File: config.mk
export PLATFORM = sky130hd
export DESIGN_NAME = control_sequencer_flat
export DESIGN_NICKNAME = d
export VERILOG_FILES = /design/src/rtl/control_sequencer_if.sv /design/src/rtl/control_sequencer.sv /design/src/flat_wrapper.sv
export SDC_FILE = /design/constraint.sdc
export NUM_CORES = 1
export LEC_CHECK = 0
export ABC_AREA = 1
export BUFFER_PORTS_ARGS = -buffer_cell sky130_fd_sc_hd__buf_2
export CAP_MARGIN = 30
export CELL_PAD_IN_SITES_DETAIL_PLACEMENT = 1
export CELL_PAD_IN_SITES_GLOBAL_PLACEMENT = 1
export CORE_ASPECT_RATIO = 0.7
export CORE_MARGIN = 1.5
export CORE_UTILIZATION = 36
export CTS_CLUSTER_DIAMETER = 150
export CTS_CLUSTER_SIZE = 28
export DETAILED_ROUTE_END_ITERATION = 7
export GPL_TIMING_DRIVEN = 0
export HOLD_SLACK_MARGIN = 0.05
export PLACE_DENSITY_LB_ADDON = 0.1
export SYNTH_ARGS = -nofsm -noshare
export SYNTH_HDL_FRONTEND = slang
export SYNTH_SLANG_ARGS = --single-unit
File: constraint.sdc
create_clock -name clk -period 2.9 [get_ports clk]
set_clock_uncertainty 0.15 [all_clocks]
set_input_delay 0.145 -clock clk [delete_from_list [all_inputs] [get_ports clk]]
set_output_delay 0.145 -clock clk [all_outputs]
set_load 0.05 [all_outputs]
File: src/rtl/control_sequencer_if.sv
// Control bundle between the sequencer (master) and the bus/datapath block (slave).
// The sequencer consumes the instruction word and halt request and drives every datapath strobe.
interface control_sequencer_if #(
    parameter int ALUCTL_W = 12
) ();
    logic [31:0]         IR;
    logic                stop;

    logic                PCout, PCin, IncPC, MARin, MDRin, MDRRead, MDRout, IRin;
    logic                Yin, Zin, Zlowout, Cout, BAout, Gra, Grb, Grc, Rin_in, Rout_in;
    logic                CONin, brIn, con_FF_Reset, RAMwrite, InPortout, OutPortIn;
    logic [ALUCTL_W-1:0] ALUControl;
    logic                run;
    logic                illegal;
    logic [3:0]          tstep;

    modport master (
        input  IR, stop,
        output PCout, PCin, IncPC, MARin, MDRin, MDRRead, MDRout, IRin,
        output Yin, Zin, Zlowout, Cout, BAout, Gra, Grb, Grc, Rin_in, Rout_in,
        output CONin, brIn, con_FF_Reset, RAMwrite, InPortout, OutPortIn,
        output ALUControl, run, illegal, tstep
    );

    modport slave (
        output IR, stop,
        input  PCout, PCin, IncPC, MARin, MDRin, MDRRead, MDRout, IRin,
        input  Yin, Zin, Zlowout, Cout, BAout, Gra, Grb, Grc, Rin_in, Rout_in,
        input  CONin, brIn, con_FF_Reset, RAMwrite, InPortout, OutPortIn,
        input  ALUControl, run, illegal, tstep
    );
endinterface

File: src/rtl/control_sequencer.sv
// Hardwired Moore sequencer: fetch T0-T2, opcode latched into T3, execute steps up to T7.
// All strobes are registered decodes of the next state and the latched opcode.
module control_sequencer #(
    parameter int ALUCTL_W = 12,
    parameter int ADD_BIT  = 0,
    parameter int SUB_BIT  = 1,
    parameter int AND_BIT  = 2,
    parameter int OR_BIT   = 3
) (
    input  logic                   clk,
    input  logic                   clr_n,
    control_sequencer_if.master    bus
);

    localparam logic [4:0] OP_LD   = 5'b00000;
    localparam logic [4:0] OP_LDI  = 5'b00001;
    localparam logic [4:0] OP_ST   = 5'b00010;
    localparam logic [4:0] OP_ADD  = 5'b00011;
    localparam logic [4:0] OP_SUB  = 5'b00100;
    localparam logic [4:0] OP_AND  = 5'b00101;
    localparam logic [4:0] OP_OR   = 5'b00110;
    localparam logic [4:0] OP_ADDI = 5'b01100;
    localparam logic [4:0] OP_BR   = 5'b10010;
    localparam logic [4:0] OP_JR   = 5'b10100;
    localparam logic [4:0] OP_IN   = 5'b10110;
    localparam logic [4:0] OP_OUT  = 5'b10111;
    localparam logic [4:0] OP_NOP  = 5'b11010;
    localparam logic [4:0] OP_HALT = 5'b11011;

    // Step states are encoded as their step number so tstep falls straight out of the state.
    typedef enum logic [3:0] {
        S_T0    = 4'd0,
        S_T1    = 4'd1,
        S_T2    = 4'd2,
        S_T3    = 4'd3,
        S_T4    = 4'd4,
        S_T5    = 4'd5,
        S_T6    = 4'd6,
        S_T7    = 4'd7,
        S_RESET = 4'hE,
        S_HALT  = 4'hF
    } state_t;

    typedef struct packed {
        logic                pc_out;
        logic                pc_in;
        logic                inc_pc;
        logic                mar_in;
        logic                mdr_in;
        logic                mdr_read;
        logic                mdr_out;
        logic                ir_in;
        logic                y_in;
        logic                z_in;
        logic                zlow_out;
        logic                c_out;
        logic                ba_out;
        logic                gra;
        logic                grb;
        logic                grc;
        logic                rin;
        logic                rout;
        logic                con_in;
        logic                br_in;
        logic                con_ff_reset;
        logic                ram_write;
        logic                inport_out;
        logic                outport_in;
        logic [ALUCTL_W-1:0] alu;
        logic                run;
        logic                illegal;
        logic [3:0]          tstep;
    } ctl_t;

    localparam ctl_t CTL_RESET = ctl_t'({{($bits(ctl_t) - 4){1'b0}}, 4'hF});

    state_t     state_q, state_d;
    logic [4:0] op_q, op_d;
    ctl_t       ctl_q, ctl_d;

    logic unused_ir;
    assign unused_ir = ^bus.IR[26:0];

    function automatic state_t last_step(input logic [4:0] op);
        case (op)
            OP_LDI, OP_ADD, OP_SUB, OP_AND, OP_OR, OP_ADDI: last_step = S_T5;
            OP_LD, OP_ST, OP_BR:                            last_step = S_T7;
            default:                                        last_step = S_T3;
        endcase
    endfunction

    function automatic logic [ALUCTL_W-1:0] alu_sel(input logic [4:0] op);
        alu_sel = '0;
        case (op)
            OP_SUB:  alu_sel[SUB_BIT] = 1'b1;
            OP_AND:  alu_sel[AND_BIT] = 1'b1;
            OP_OR:   alu_sel[OR_BIT]  = 1'b1;
            default: alu_sel[ADD_BIT] = 1'b1;
        endcase
    endfunction

    function automatic ctl_t decode(input state_t s, input logic [4:0] op);
        ctl_t d;
        d = CTL_RESET;
        if (s != S_RESET && s != S_HALT) begin
            d.run   = 1'b1;
            d.tstep = s;
        end
        case (s)
            S_T0: begin d.pc_out = 1'b1; d.mar_in = 1'b1; d.inc_pc = 1'b1; d.z_in = 1'b1; end
            S_T1: begin d.zlow_out = 1'b1; d.pc_in = 1'b1; d.mdr_read = 1'b1; d.mdr_in = 1'b1; end
            S_T2: begin d.mdr_out = 1'b1; d.ir_in = 1'b1; end
            S_T3: begin
                case (op)
                    OP_LD, OP_LDI, OP_ST: begin d.grb = 1'b1; d.ba_out = 1'b1; d.y_in = 1'b1; end
                    OP_ADD, OP_SUB, OP_AND, OP_OR, OP_ADDI:
                        begin d.grb = 1'b1; d.rout = 1'b1; d.y_in = 1'b1; end
                    OP_BR:  begin d.gra = 1'b1; d.rout = 1'b1; d.con_in = 1'b1; end
                    OP_JR:  begin d.gra = 1'b1; d.rout = 1'b1; d.pc_in = 1'b1; end
                    OP_IN:  begin d.inport_out = 1'b1; d.gra = 1'b1; d.rin = 1'b1; end
                    OP_OUT: begin d.gra = 1'b1; d.rout = 1'b1; d.outport_in = 1'b1; end
                    OP_NOP, OP_HALT: ;
                    default: d.illegal = 1'b1;
                endcase
            end
            S_T4: begin
                case (op)
                    OP_LD, OP_LDI, OP_ST, OP_ADDI: begin
                        d.c_out = 1'b1; d.z_in = 1'b1; d.alu[ADD_BIT] = 1'b1;
                    end
                    OP_ADD, OP_SUB, OP_AND, OP_OR: begin
                        d.grc = 1'b1; d.rout = 1'b1; d.z_in = 1'b1; d.alu = alu_sel(op);
                    end
                    OP_BR:   begin d.pc_out = 1'b1; d.y_in = 1'b1; end
                    default: ;
                endcase
            end
            S_T5: begin
                case (op)
                    OP_LDI, OP_ADD, OP_SUB, OP_AND, OP_OR, OP_ADDI:
                        begin d.zlow_out = 1'b1; d.gra = 1'b1; d.rin = 1'b1; end
                    OP_LD, OP_ST: begin d.zlow_out = 1'b1; d.mar_in = 1'b1; end
                    OP_BR: begin d.c_out = 1'b1; d.z_in = 1'b1; d.alu[ADD_BIT] = 1'b1; end
                    default: ;
                endcase
            end
            S_T6: begin
                case (op)
                    OP_LD:   begin d.mdr_read = 1'b1; d.mdr_in = 1'b1; end
                    OP_ST:   begin d.gra = 1'b1; d.rout = 1'b1; d.mdr_in = 1'b1; end
                    OP_BR:   begin d.zlow_out = 1'b1; d.pc_in = 1'b1; d.br_in = 1'b1; end
                    default: ;
                endcase
            end
            S_T7: begin
                case (op)
                    OP_LD:   begin d.mdr_out = 1'b1; d.gra = 1'b1; d.rin = 1'b1; end
                    OP_ST:   d.ram_write = 1'b1;
                    OP_BR:   d.con_ff_reset = 1'b1;
                    default: ;
                endcase
            end
            default: ;
        endcase
        return d;
    endfunction

    // stop is only consulted on the edge leaving an instruction's last step.
    always_comb begin
        state_d = state_q;
        op_d    = op_q;
        case (state_q)
            S_RESET: state_d = S_T0;
            S_T0:    state_d = S_T1;
            S_T1:    state_d = S_T2;
            S_T2: begin
                state_d = S_T3;
                op_d    = bus.IR[31:27];
            end
            S_HALT:  state_d = S_HALT;
            default: begin
                if (state_q == last_step(op_q))
                    state_d = (op_q == OP_HALT || bus.stop) ? S_HALT : S_T0;
                else
                    state_d = state_t'(state_q + 4'd1);
            end
        endcase
        ctl_d = decode(state_d, op_d);
    end

    always_ff @(posedge clk or negedge clr_n) begin
        if (!clr_n) begin
            state_q <= S_RESET;
            op_q    <= '0;
            ctl_q   <= CTL_RESET;
        end else begin
            state_q <= state_d;
            op_q    <= op_d;
            ctl_q   <= ctl_d;
        end
    end

    assign bus.PCout        = ctl_q.pc_out;
    assign bus.PCin         = ctl_q.pc_in;
    assign bus.IncPC        = ctl_q.inc_pc;
    assign bus.MARin        = ctl_q.mar_in;
    assign bus.MDRin        = ctl_q.mdr_in;
    assign bus.MDRRead      = ctl_q.mdr_read;
    assign bus.MDRout       = ctl_q.mdr_out;
    assign bus.IRin         = ctl_q.ir_in;
    assign bus.Yin          = ctl_q.y_in;
    assign bus.Zin          = ctl_q.z_in;
    assign bus.Zlowout      = ctl_q.zlow_out;
    assign bus.Cout         = ctl_q.c_out;
    assign bus.BAout        = ctl_q.ba_out;
    assign bus.Gra          = ctl_q.gra;
    assign bus.Grb          = ctl_q.grb;
    assign bus.Grc          = ctl_q.grc;
    assign bus.Rin_in       = ctl_q.rin;
    assign bus.Rout_in      = ctl_q.rout;
    assign bus.CONin        = ctl_q.con_in;
    assign bus.brIn         = ctl_q.br_in;
    assign bus.con_FF_Reset = ctl_q.con_ff_reset;
    assign bus.RAMwrite     = ctl_q.ram_write;
    assign bus.InPortout    = ctl_q.inport_out;
    assign bus.OutPortIn    = ctl_q.outport_in;
    assign bus.ALUControl   = ctl_q.alu;
    assign bus.run          = ctl_q.run;
    assign bus.illegal      = ctl_q.illegal;
    assign bus.tstep        = ctl_q.tstep;

endmodule

File: src/flat_wrapper.sv
// flat-port wrapper written by rule: the top's interface ports become plain ports
module control_sequencer_flat 
#(
    parameter int ALUCTL_W = 12,
    parameter int ADD_BIT  = 0,
    parameter int SUB_BIT  = 1,
    parameter int AND_BIT  = 2,
    parameter int OR_BIT   = 3
)
  (clk, clr_n, bus_IR, bus_stop, bus_PCout, bus_PCin, bus_IncPC, bus_MARin, bus_MDRin, bus_MDRRead, bus_MDRout, bus_IRin, bus_Yin, bus_Zin, bus_Zlowout, bus_Cout, bus_BAout, bus_Gra, bus_Grb, bus_Grc, bus_Rin_in, bus_Rout_in, bus_CONin, bus_brIn, bus_con_FF_Reset, bus_RAMwrite, bus_InPortout, bus_OutPortIn, bus_ALUControl, bus_run, bus_illegal, bus_tstep);
  control_sequencer_if #(.ALUCTL_W(ALUCTL_W)) bus_i ();
  input  logic clk;
  input  logic clr_n;
  input wire logic [$bits(bus_i.IR)-1:0] bus_IR;
  input wire logic [$bits(bus_i.stop)-1:0] bus_stop;
  output wire logic [$bits(bus_i.PCout)-1:0] bus_PCout;
  output wire logic [$bits(bus_i.PCin)-1:0] bus_PCin;
  output wire logic [$bits(bus_i.IncPC)-1:0] bus_IncPC;
  output wire logic [$bits(bus_i.MARin)-1:0] bus_MARin;
  output wire logic [$bits(bus_i.MDRin)-1:0] bus_MDRin;
  output wire logic [$bits(bus_i.MDRRead)-1:0] bus_MDRRead;
  output wire logic [$bits(bus_i.MDRout)-1:0] bus_MDRout;
  output wire logic [$bits(bus_i.IRin)-1:0] bus_IRin;
  output wire logic [$bits(bus_i.Yin)-1:0] bus_Yin;
  output wire logic [$bits(bus_i.Zin)-1:0] bus_Zin;
  output wire logic [$bits(bus_i.Zlowout)-1:0] bus_Zlowout;
  output wire logic [$bits(bus_i.Cout)-1:0] bus_Cout;
  output wire logic [$bits(bus_i.BAout)-1:0] bus_BAout;
  output wire logic [$bits(bus_i.Gra)-1:0] bus_Gra;
  output wire logic [$bits(bus_i.Grb)-1:0] bus_Grb;
  output wire logic [$bits(bus_i.Grc)-1:0] bus_Grc;
  output wire logic [$bits(bus_i.Rin_in)-1:0] bus_Rin_in;
  output wire logic [$bits(bus_i.Rout_in)-1:0] bus_Rout_in;
  output wire logic [$bits(bus_i.CONin)-1:0] bus_CONin;
  output wire logic [$bits(bus_i.brIn)-1:0] bus_brIn;
  output wire logic [$bits(bus_i.con_FF_Reset)-1:0] bus_con_FF_Reset;
  output wire logic [$bits(bus_i.RAMwrite)-1:0] bus_RAMwrite;
  output wire logic [$bits(bus_i.InPortout)-1:0] bus_InPortout;
  output wire logic [$bits(bus_i.OutPortIn)-1:0] bus_OutPortIn;
  output wire logic [$bits(bus_i.ALUControl)-1:0] bus_ALUControl;
  output wire logic [$bits(bus_i.run)-1:0] bus_run;
  output wire logic [$bits(bus_i.illegal)-1:0] bus_illegal;
  output wire logic [$bits(bus_i.tstep)-1:0] bus_tstep;
  assign bus_i.IR = bus_IR;
  assign bus_i.stop = bus_stop;
  assign bus_PCout = bus_i.PCout;
  assign bus_PCin = bus_i.PCin;
  assign bus_IncPC = bus_i.IncPC;
  assign bus_MARin = bus_i.MARin;
  assign bus_MDRin = bus_i.MDRin;
  assign bus_MDRRead = bus_i.MDRRead;
  assign bus_MDRout = bus_i.MDRout;
  assign bus_IRin = bus_i.IRin;
  assign bus_Yin = bus_i.Yin;
  assign bus_Zin = bus_i.Zin;
  assign bus_Zlowout = bus_i.Zlowout;
  assign bus_Cout = bus_i.Cout;
  assign bus_BAout = bus_i.BAout;
  assign bus_Gra = bus_i.Gra;
  assign bus_Grb = bus_i.Grb;
  assign bus_Grc = bus_i.Grc;
  assign bus_Rin_in = bus_i.Rin_in;
  assign bus_Rout_in = bus_i.Rout_in;
  assign bus_CONin = bus_i.CONin;
  assign bus_brIn = bus_i.brIn;
  assign bus_con_FF_Reset = bus_i.con_FF_Reset;
  assign bus_RAMwrite = bus_i.RAMwrite;
  assign bus_InPortout = bus_i.InPortout;
  assign bus_OutPortIn = bus_i.OutPortIn;
  assign bus_ALUControl = bus_i.ALUControl;
  assign bus_run = bus_i.run;
  assign bus_illegal = bus_i.illegal;
  assign bus_tstep = bus_i.tstep;
  control_sequencer #(.ALUCTL_W(ALUCTL_W), .ADD_BIT(ADD_BIT), .SUB_BIT(SUB_BIT), .AND_BIT(AND_BIT), .OR_BIT(OR_BIT)) u_core (.clk(clk), .clr_n(clr_n), .bus(bus_i));
endmodule
==> impl_metrics.py <==
metrics = {
    "routing": {
        "drt_wl_total_um": 5595,
        "routedWlPerCell_um": 14.06,
        "ant_nets": 0,
        "vias_per_cell": 4.704,
        "drtPass1Iterations": 4,
        "drt_iter0_drc": 51,
        "vias": 1872,
        "drc": 0,
    },
    "sta": {
        "fin_ws_ns": 0.3198,
        "hold_violations": 0,
        "slew_viol_final": 0,
        "rsz0062_at_grt": "no",
        "period_minus_slack_ns": 2.580,
        "fin_crit_sh_pct": 88.97,
        "setup_viol": 0,
        "tns_ns": 0,
        "fmax_mhz": 387.6,
    },
    "synth": {
        "synth_fa_ha_area_share_pct": 2.214,
        "synthXorXnorAreaFrac_pct": 0.7748,
        "synth_area_sq_mm": 0.002261,
        "synthSimpleGateAreaFrac_pct": 31.10,
        "synth_seq_area_share_pct": 47.98,
        "synth_compound_area_share_pct": 7.969,
        "synth_seq_cells": 43,
        "synth_cell_types": 31,
        "avgSynthCellArea_sq_um": 8.663,
        "synth_top_family_by_area": "simple AND/OR/NAND/NOR gates",
        "yosys_warnings": 0,
        "synthMuxAreaShare_pct": 0,
        "syn-instance-count": 261,
    },
    "clock_network": {
        "root_buffer": "clkbuf_8",
        "cts_sinks": 43,
        "clock_latency_ns": 0.29,
        "clock_path_buffers": 2,
        "cts-buffers-inserted": 5,
        "cts_tree": "yes",
        "clk_pin_slew_worst_paths_ns": 0.08,
        "cts-htree-levels": 2,
    },
    "power_and_ir_drop": {
        "ir_worst_vdd_mv": 0.2233,
        "fin_total_pwr_uw": 1046,
        "leakagePower_uw": 0.001618,
        "powerDensity_mw_per_mm2": 379.8,
    },
    "global_route": {
        "grt_max_degree": 44,
        "grt_pass1_wl_um": 9273,
        "antenna_found_initial": 0,
        "grt_pass1_vias": 1920,
        "grt-ovfl-total": 0,
        "grt_util_all_layers_pct": 16.97,
    },
    "die": {
        "pin_count": 77,
        "die_h_um": 69.31,
        "die_area_sq_mm": 0.006772,
        "dieWidth_um": 97.72,
        "row_count": 23,
        "core_sq_mm": 0.005899,
        "start_util_pct": 38.32,
    },
    "worst_setup_path": {
        "cp.required_ns": 2.98,
        "critical_path.max_fanout": 10,
        "cp-end-kind": "register",
        "cp-start-kind": "register",
        "worstPathArrival_ns": 2.66,
        "crit_type": "reg -> reg",
    },
    "finish": {
        "fin_area_sq_mm": 0.002754,
        "synthToLayoutAreaGrowth_pct": 21.80,
        "drive_gt1_share_pct": 34.06,
        "post-route-util_pct": 46.68,
        "final_nets": 362,
        "antennaDiodeCount": 0,
    },
    "status": {
        "status": "finished clean",
    },
    "place": {
        "place.gp.congestion": 0.8424,
        "dp_hpwl_um": 4278,
        "post-place-ws_ns": 0.3742,
        "port_buffers": 41,
        "placed_area_sq_mm": 0.002586,
    },
    "min_path": {
        "hold_path_class": "in -> async",
    },
    "job": {
        "drv_cap": 0,
    },
}
final cells by class:
class | instances | area (sq um)
multi-input cells | 178 | 980.9
flip-flops and latches | 43 | 1085
inverters | 37 | 138.9
well taps | 75 | 93.84
clock buffers | 6 | 82.58
clock inverters | 1 | 5.005
repair buffers | 48 | 285.3
plain buffers | 10 | 82.58
fillers | 705 | 3146
synthesized netlist by cell type:
cell type,instances,area share (%)
nor4_1,1,0.28
nor2_4,5,2.5
a21oi_1,7,1.5
nor3_1,3,0.66
o21ai_2,3,1.2
a21oi_2,2,0.77
dfrtp_1,36,40
buf_6,2,1.0
dfstp_2,7,8.1
o21ai_1,6,1.3
nand3b_4,1,0.89
nand4_1,3,0.83
conb_1,1,0.17
ha_1,4,2.2
nor2_1,21,3.5
nand3_1,25,5.5
xnor2_1,1,0.39
o2111ai_1,1,0.39
buf_4,8,2.7
o21ai_4,2,1.4
nand2_2,11,3.0
nand3_2,2,0.89
o21bai_1,2,0.66
o21ai_0,3,0.66
nand2_4,1,0.50
nand2_1,57,9.5
nor2_2,3,0.83
inv_1,28,4.6
inv_2,9,1.5
nor3_2,5,2.2
xor2_1,1,0.39
kinds of logic (layout without fill, tap and decap cells):
family                     count (synthesis)  in the layout
AOI/OAI and AO/OA                         26             26
and+or+nand+nor                          138            138
buffers and inverters                     47            102
DFF                                       43             43
adders and majority gates                  4              4
other                                      1              8
xor gates and xnor gates                   2              2
path summary, 6_finish.rpt:
check                                       start                  end  slack [ns]  depth (start not counted)
worst max-delay path            u_core.state_q[1]       u_core.bus.Gra        0.32                         12
worst min-delay path                        clr_n  u_core.bus.tstep[2]        0.20                          2
worst max register to register  u_core.state_q[1]       u_core.bus.Gra        0.32                         12
worst min register to register  u_core.state_q[3]  u_core.bus.tstep[3]        0.52                          2
max in group asynchronous                   clr_n    u_core.state_q[1]        2.12                          3
min in group clk                         bus_stop  u_core.bus.tstep[3]        0.30                          6
power breakdown:
part | switching (uW) | internal, uW
combinational | 39.9 | 19.4
clock | 200 | 187
sequential | 0 | 599
stage by stage:
stage	hold WS, ns	cells
2_1_floorplan	-0.3006	268
6_report	0.1962	398
5_1_grt	0.2162	398
4_1_cts	0.3107	397
3_3_place_gp	0.1870	384
3_5_place_dp	0.1905	384
flip-flops by register name, indices dropped and copies added (netlist names), 4 cells and up:
signal                 cells
u_core.bus.ALUControl      4
u_core.bus.tstep           4
u_core.op_q                5
u_core.state_q             4
layer usage:
| layer | track usage [%] | share of wire [%] | vias up |
|---|---|---|---|
| met4 | 2.857 | 0.30 | 0 |
| met2 | 26.62 | 45 | 37 |
| li1 | - | - | 932 |
| met1 | 24.63 | 52 | 899 |
| met3 | 3.528 | 3.4 | 4 |
| met5 | 0 | 0 | - |
placed cells by master, fill, tap and decap left out, types with 6 or more instances in the layout:
cell type      instances
nand2_1               57
buf_2                 41
dfrtp_1               36
inv_1                 28
nand3_1               25
nor2_1                21
nand2_2               11
inv_2                  9
buf_4                  8
conb_1                 8
a21oi_1                7
dfstp_2                7
o21ai_1                6
clkbuf_8               6
dlygate4sd3_1          6
timing repair:
item / 4_1_cts / 5_1_grt
buffers inserted: 0 / 0
resized for setup: 0 / 0
endpoints found under the hold margin: 41 / 0
hold buffers: 6 / 0
worst max-delay path, stage by stage, from the launching register on:
cell	delay, ns
dfstp_2	0.60
ha_1	0.20
nand2_2	0.09
buf_6	0.16
o21ai_2	0.25
nand2_2	0.12
nor2_4	0.17
inv_2	0.10
nor3_2	0.29
nand3_1	0.18
nand2_1	0.10
inv_1	0.06
nand2_1	0.06
No activity file was read; power rests on OpenSTA's default activity.
